## src/rtl/bus_arbiter.sv

```systemverilog
// bus_arbiter: round-robin master arbiter with serial slave-ID decode
// and split-read reconnection for the shared serial address/data bus.
module bus_arbiter #(
    parameter int NM      = 2,
    parameter int NS      = 3,
    parameter int SIDW    = 2,
    parameter int N       = 8,
    parameter int TIMEOUT = 255
) (
    input  logic          clk,
    input  logic          rstn,
    input  logic [NM-1:0] mreq,
    input  logic [NM-1:0] mvalid,
    input  logic [NM-1:0] maddr,
    input  logic [NS-1:0] ssplit,
    input  logic [NS-1:0] sready,
    output logic [NM-1:0] mgrant,
    output logic [NS-1:0] ssel,
    output logic [NS-1:0] bus_avail,
    output logic          merr,
    output logic          busy
);
    localparam int MW = (NM > 1) ? $clog2(NM) : 1;
    localparam int SW = (NS > 1) ? $clog2(NS) : 1;
    localparam int TW = $clog2(TIMEOUT + 1);
    localparam int RW = $clog2(N + 3);
    localparam int BW = $clog2(SIDW) + 1;

    typedef enum logic [2:0] {IDLE, SEL, CONN, RESUME, ERR} state_t;

    state_t          r_state, w_state;
    logic [MW-1:0]   r_gm, w_gm;
    logic [MW-1:0]   r_rr, w_rr;
    logic [SW-1:0]   r_sel, w_sel;
    logic [SIDW-1:0] r_id, w_id;
    logic [BW-1:0]   r_bcnt, w_bcnt;
    logic [TW-1:0]   r_tcnt, w_tcnt;
    logic [RW-1:0]   r_rcnt, w_rcnt;
    logic [NS-1:0]   r_pend, w_pend;
    logic [MW-1:0]   r_split_m [NS];
    logic [MW-1:0]   w_split_m [NS];
    logic [NM-1:0]   r_mgrant, w_mgrant;
    logic [NS-1:0]   r_ssel, w_ssel;
    logic [NS-1:0]   r_bavail, w_bavail;
    logic            r_merr, w_merr;

    logic [NM-1:0]   w_owned;
    logic            w_cpl_hit;
    logic [SW-1:0]   w_cpl_s;
    logic            w_rr_hit;
    logic [MW-1:0]   w_rr_m;
    logic [SIDW-1:0] w_id_sh;
    logic            w_id_ok;

    function automatic logic [MW-1:0] rr_idx(logic [MW-1:0] base, int off);
        return MW'((int'(base) + off) % NM);
    endfunction

    // Descending loops: the last hit written is the highest priority one
    always_comb begin
        w_owned = '0;
        for (int s = 0; s < NS; s++)
            if (r_pend[s]) w_owned[r_split_m[s]] = 1'b1;
        w_cpl_hit = 1'b0;
        w_cpl_s   = '0;
        for (int s = NS - 1; s >= 0; s--)
            if (r_pend[s] && sready[s]) begin
                w_cpl_hit = 1'b1;
                w_cpl_s   = SW'(s);
            end
        w_rr_hit = 1'b0;
        w_rr_m   = '0;
        for (int i = NM; i >= 1; i--)
            if (mreq[rr_idx(r_rr, i)] && !w_owned[rr_idx(r_rr, i)]) begin
                w_rr_hit = 1'b1;
                w_rr_m   = rr_idx(r_rr, i);
            end
        w_id_sh = SIDW'({r_id, maddr[r_gm]});
        w_id_ok = (int'(w_id_sh) < NS) && !r_pend[SW'(w_id_sh)];
    end

    always_comb begin
        w_state   = r_state;
        w_gm      = r_gm;
        w_rr      = r_rr;
        w_sel     = r_sel;
        w_id      = r_id;
        w_bcnt    = r_bcnt;
        w_tcnt    = r_tcnt;
        w_rcnt    = r_rcnt;
        w_pend    = r_pend;
        w_split_m = r_split_m;
        w_mgrant  = r_mgrant;
        w_ssel    = r_ssel;
        w_bavail  = r_bavail;
        w_merr    = 1'b0;
        unique case (r_state)
            IDLE: begin
                if (w_cpl_hit) begin
                    w_state  = RESUME;
                    w_gm     = r_split_m[w_cpl_s];
                    w_sel    = w_cpl_s;
                    w_rcnt   = '0;
                    w_mgrant = NM'(1) << r_split_m[w_cpl_s];
                    w_ssel   = NS'(1) << w_cpl_s;
                    w_bavail = NS'(1) << w_cpl_s;
                end else if (w_rr_hit) begin
                    w_state  = SEL;
                    w_gm     = w_rr_m;
                    w_rr     = w_rr_m;
                    w_id     = '0;
                    w_bcnt   = '0;
                    w_mgrant = NM'(1) << w_rr_m;
                end
            end
            SEL: begin
                if (!mreq[r_gm]) begin
                    w_state  = IDLE;
                    w_mgrant = '0;
                end else if (mvalid[r_gm]) begin
                    w_id   = w_id_sh;
                    w_bcnt = r_bcnt + 1'b1;
                    if (r_bcnt == BW'(SIDW - 1)) begin
                        if (w_id_ok) begin
                            w_state = CONN;
                            w_sel   = SW'(w_id_sh);
                            w_ssel  = NS'(1) << SW'(w_id_sh);
                            w_tcnt  = '0;
                        end else begin
                            w_state  = ERR;
                            w_merr   = 1'b1;
                            w_mgrant = '0;
                        end
                    end
                end
            end
            CONN: begin
                if (r_tcnt != '1) w_tcnt = r_tcnt + 1'b1;
                if (!mreq[r_gm]) begin
                    w_state  = IDLE;
                    w_mgrant = '0;
                    w_ssel   = '0;
                end else if (ssplit[r_sel]) begin
                    w_pend[r_sel]    = 1'b1;
                    w_split_m[r_sel] = r_gm;
                    w_state          = IDLE;
                    w_mgrant         = '0;
                    w_ssel           = '0;
                end else if (w_tcnt == TW'(TIMEOUT)) begin
                    w_merr   = 1'b1;
                    w_state  = IDLE;
                    w_mgrant = '0;
                    w_ssel   = '0;
                end
            end
            RESUME: begin
                // Load cycle, N data bits, one trailing cycle
                if (r_rcnt == RW'(N + 1)) begin
                    w_pend[r_sel] = 1'b0;
                    w_state       = IDLE;
                    w_mgrant      = '0;
                    w_ssel        = '0;
                    w_bavail      = '0;
                end else begin
                    w_rcnt = r_rcnt + 1'b1;
                end
            end
            ERR: begin
                w_mgrant = '0;
                if (!mreq[r_gm]) w_state = IDLE;
            end
            default: w_state = IDLE;
        endcase
    end

    always_ff @(posedge clk or negedge rstn) begin
        if (!rstn) begin
            r_state  <= IDLE;
            r_gm     <= '0;
            r_rr     <= MW'(NM - 1);
            r_sel    <= '0;
            r_id     <= '0;
            r_bcnt   <= '0;
            r_tcnt   <= '0;
            r_rcnt   <= '0;
            r_pend   <= '0;
            for (int s = 0; s < NS; s++) r_split_m[s] <= '0;
            r_mgrant <= '0;
            r_ssel   <= '0;
            r_bavail <= '0;
            r_merr   <= 1'b0;
        end else begin
            r_state   <= w_state;
            r_gm      <= w_gm;
            r_rr      <= w_rr;
            r_sel     <= w_sel;
            r_id      <= w_id;
            r_bcnt    <= w_bcnt;
            r_tcnt    <= w_tcnt;
            r_rcnt    <= w_rcnt;
            r_pend    <= w_pend;
            r_split_m <= w_split_m;
            r_mgrant  <= w_mgrant;
            r_ssel    <= w_ssel;
            r_bavail  <= w_bavail;
            r_merr    <= w_merr;
        end
    end

    assign mgrant    = r_mgrant;
    assign ssel      = r_ssel;
    assign bus_avail = r_bavail;
    assign merr      = r_merr;
    assign busy      = (r_state != IDLE);
endmodule

```

## config.mk

```make
export PLATFORM = sky130hd
export DESIGN_NAME = bus_arbiter
export DESIGN_NICKNAME = d
export VERILOG_FILES = /design/src/rtl/bus_arbiter.sv
export SDC_FILE = /design/constraint.sdc
export NUM_CORES = 1
export LEC_CHECK = 0
export BUFFER_PORTS_ARGS = -buffer_cell sky130_fd_sc_hd__buf_2
export CORE_ASPECT_RATIO = 1.4
export CORE_MARGIN = 1.5
export CORE_UTILIZATION = 40
export DETAILED_ROUTE_END_ITERATION = 16
export PLACE_DENSITY = 0.6
export SETUP_SLACK_MARGIN = 0.15
export SYNTH_ARGS = -nofsm -noshare
export SYNTH_HDL_FRONTEND = slang
export SYNTH_SLANG_ARGS = --single-unit
```

## constraint.sdc

```tcl
create_clock -name clk -period 2.8 [get_ports clk]
set_clock_uncertainty 0.05 [all_clocks]
set_input_delay 0.28 -clock clk [delete_from_list [all_inputs] [get_ports clk]]
set_output_delay 0.28 -clock clk [all_outputs]
set_load 0.01 [all_outputs]
```

==> run metrics <==
RSZ-0062 raised after global routing=false; Tightest Pin Transition=0.841 ns; slowest library cell on the worst path=a2111oi_4; H-tree depth=2; clk_lat worst skew=0.29 ns; critical path class=reg2reg; Comb power frac=49.8%; initial antenna violation count=0; average vias per placed instance=5.87; Die ar.=6280 µm²; Sequential Power Share=36.2%; post-route DRC violation count=0; post-DR wirelength/cell=16.6 µm; Ports=24; CTS max path bufs=2; first-pass GRT wire length=9430 µm; # setup viols final=0; Detailed Place HPWL=4340 µm; critical path arrival=2.56 ns; Slew Viols, Final=0; vias in the first global route=1971; clk sinks=37; Starting Density=41.8%; mapped cell area=2320 µm²; FILL cells=541; FMAX=0.411 GHz; Rel. slew slack=43.9%; port bufs=23; die height=93.2 µm; Mapped Cells=254; largest net degree at the start of global routing=38; top-area cell type share of the netlist area=38.8%; GRT Residual Overflow=0; Synth area leaders=dfrtp_1, nand2_1, mux2_2; WP data required=2.93 ns; Area growth syn-to-layout=12.2%; maxcap violations=0; Placed Instances=339; final worst path period share=86.8%; power share of the clock group=14.0%; CTS root buf=clkbuf_8; Hold Path Class=in2async; global placement routability congestion=0.850; Syn Area/Cell=9.15 µm²; fin cells=347; Post-synth ARST share=100%; CTS tree=yes; Core Region=5570 µm²; CTS Buf Count=5; FP Rows=32; CP Launch Type=flop; Top FF cell, synth=dfrtp_1; Yosys top cell by area=dfrtp_1; layout cells sized above 1=21.5%; Net Sw Power=1.21 mW; total negative slack=0 ns; gr usage total=19.9%; Synth Warn #=0; top-count cell post-synth=dfrtp_1; Final Hold Fails=0; crit path capture type=flop; Net count, final=296; DRT iter0 DRCs=114; Seq cells post-synth=37; Period minus WS final=2.43 ns; status=finished clean; Cell variety after synth=56; Die Width=67.4 µm; Post-Syn Nets=272; Pleak=1.13 nW; final wirelength=5760 µm; CP max stage delay=0.54 ns; CP max FO=9; diode count=0; Final ANT Viol Nets=0; Via Count=2036; clk slew on worst S/H paths=0.08 ns; Switching Share=43.7%; Worst IR Drop VDD=0.000490 V; sequential area share after synthesis=39.9%; PD cells=1060 nW/µm²; EDFF count, synth=0; drt first pass iters=4; top cells by count, synth=dfrtp_1, nand2_1, a21oi_1, nor2_1, o21ai_0; Cell Chain, Critical Path=mux2_4 > nor3_1 > nor3_1 > nand3b_4 > a2111oi_4 > mux2_4; Int Pwr=1.56 mW
stage by stage:
step / utilization [%] / power [mW] / area [µm²] / hold WS [ns] / worst slack [ns]
CTS: 46.7 / 2.79 / 2600 / 0.0744 / 0.214
finish: 46.9 / 2.78 / 2610 / 0.0386 / 0.369
detailed placement: 45.1 / 2.39 / 2510 / 0.392 / 0.221
global route: 46.9 / 3.00 / 2610 / 0.122 / 0.232
global placement: 45.1 / 2.36 / 2510 / 0.391 / 0.263
floorplan: - / 1.99 / 2320 / -0.0656 / 0.480
critical path, delay by kind of cell, from the launching register on:
| family | cells | cell delay, ns |
|---|---|---|
| and+or+nand+nor | 3 | 0.53 |
| DFF | 1 | 0.49 |
| AOI/OAI and AO/OA | 1 | 0.54 |
| muxes | 2 | 0.70 |
flip-flops by register name, summed over array words and instances, names as in the netlist, named ones only:
signal and flops:
merr 1, r_rcnt 4, r_tcnt 8, mgrant 2
r_state 3, ssel 3, r_gm 1, r_bcnt 2
r_sel 2, r_id 1, bus_avail 3, r_rr 1
r_split_m 3
final timing paths:
path | end | startpoint | cells after the start | slack (ns)
max reg2reg | r_sel[0]$_DFFE_PN0P_ | r_gm$_DFFE_PN0P_ | 6 | 0.37
max in group asynchronous | r_tcnt[0]$_DFFE_PN0P_ | rstn | 1 | 2.07
min in group clk | bus_avail[1]$_DFFE_PN0P_ | sready[1] | 3 | 0.25
max | r_sel[0]$_DFFE_PN0P_ | r_gm$_DFFE_PN0P_ | 6 | 0.37
min | asynchronous set/reset pin | rstn | 1 | 0.04
min reg2reg | r_rr$_DFFE_PN1P_ | r_rr$_DFFE_PN1P_ | 2 | 0.44
logic make-up (layout without fill, tap and decap cells):
logic type      Yosys count  in the layout  synth area share [%]
mux                      18             18                  8.93
buf+inv                  20             45                  3.66
compound gates           67             67                  19.7
flops                    37             37                  39.9
xor+xnor                  3              3                  1.13
fa+ha+maj                 4              4                  2.15
simple gates            105            105                  24.5
cells in the final DEF (no fill, tap or decap), types with 3 or more instances in the layout:
| cell type | instances |
|---|---|
| a22oi_1 | 3 |
| a31oi_1 | 8 |
| clkbuf_8 | 6 |
| and3_1 | 5 |
| nor3b_2 | 3 |
| a21oi_1 | 17 |
| nor2_1 | 17 |
| nand3_1 | 12 |
| inv_1 | 10 |
| mux2_4 | 3 |
| nand4_1 | 7 |
| nand2b_1 | 7 |
| dfrtp_1 | 34 |
| nand2_1 | 26 |
| buf_2 | 23 |
| o21ai_0 | 17 |
| buf_4 | 4 |
| mux2_2 | 8 |
| nand3b_1 | 3 |
| ha_1 | 3 |
| mux2i_1 | 5 |
| nor3_1 | 11 |
layout make-up:
type	instances	area, µm²	share of cell area, %
Multi-Input combinational cell	197	1320	50.6
Sequential cell	37	930	35.7
Timing Repair Buffer	27	145	5.57
Clock buffer	8	90.1	3.45
Tap cell	68	85.1	3.26
Inverter	10	37.5	1.44
layer usage:
layer  track usage (%)  routed length, µm  part of all wire (%)  vias up
met2              34.2               3010                    52       59
met5                 0                  0                     0        -
met3              3.25                206                   3.6       10
met4              7.65                127                   2.2        0
met1              24.4               2410                    42      990
li1                  -                  -                     -      977
power groups by stage:
stage,clock network [mW],registers [mW],logic (mW)
floorplan,0,0.899,1.09
global placement,0,1.00,1.36
detailed placement,0,1.01,1.38
CTS,0.400,1.00,1.39
global route,0.429,1.04,1.53
finish,0.388,1.00,1.38
what timing repair did:
action,4_1_cts,5_1_grt
endpoints found under the setup margin,0,5
resized for setup,0,4
hold buffers,0,0
setup buffers,0,0
Power figures use the tool's default switching activity.
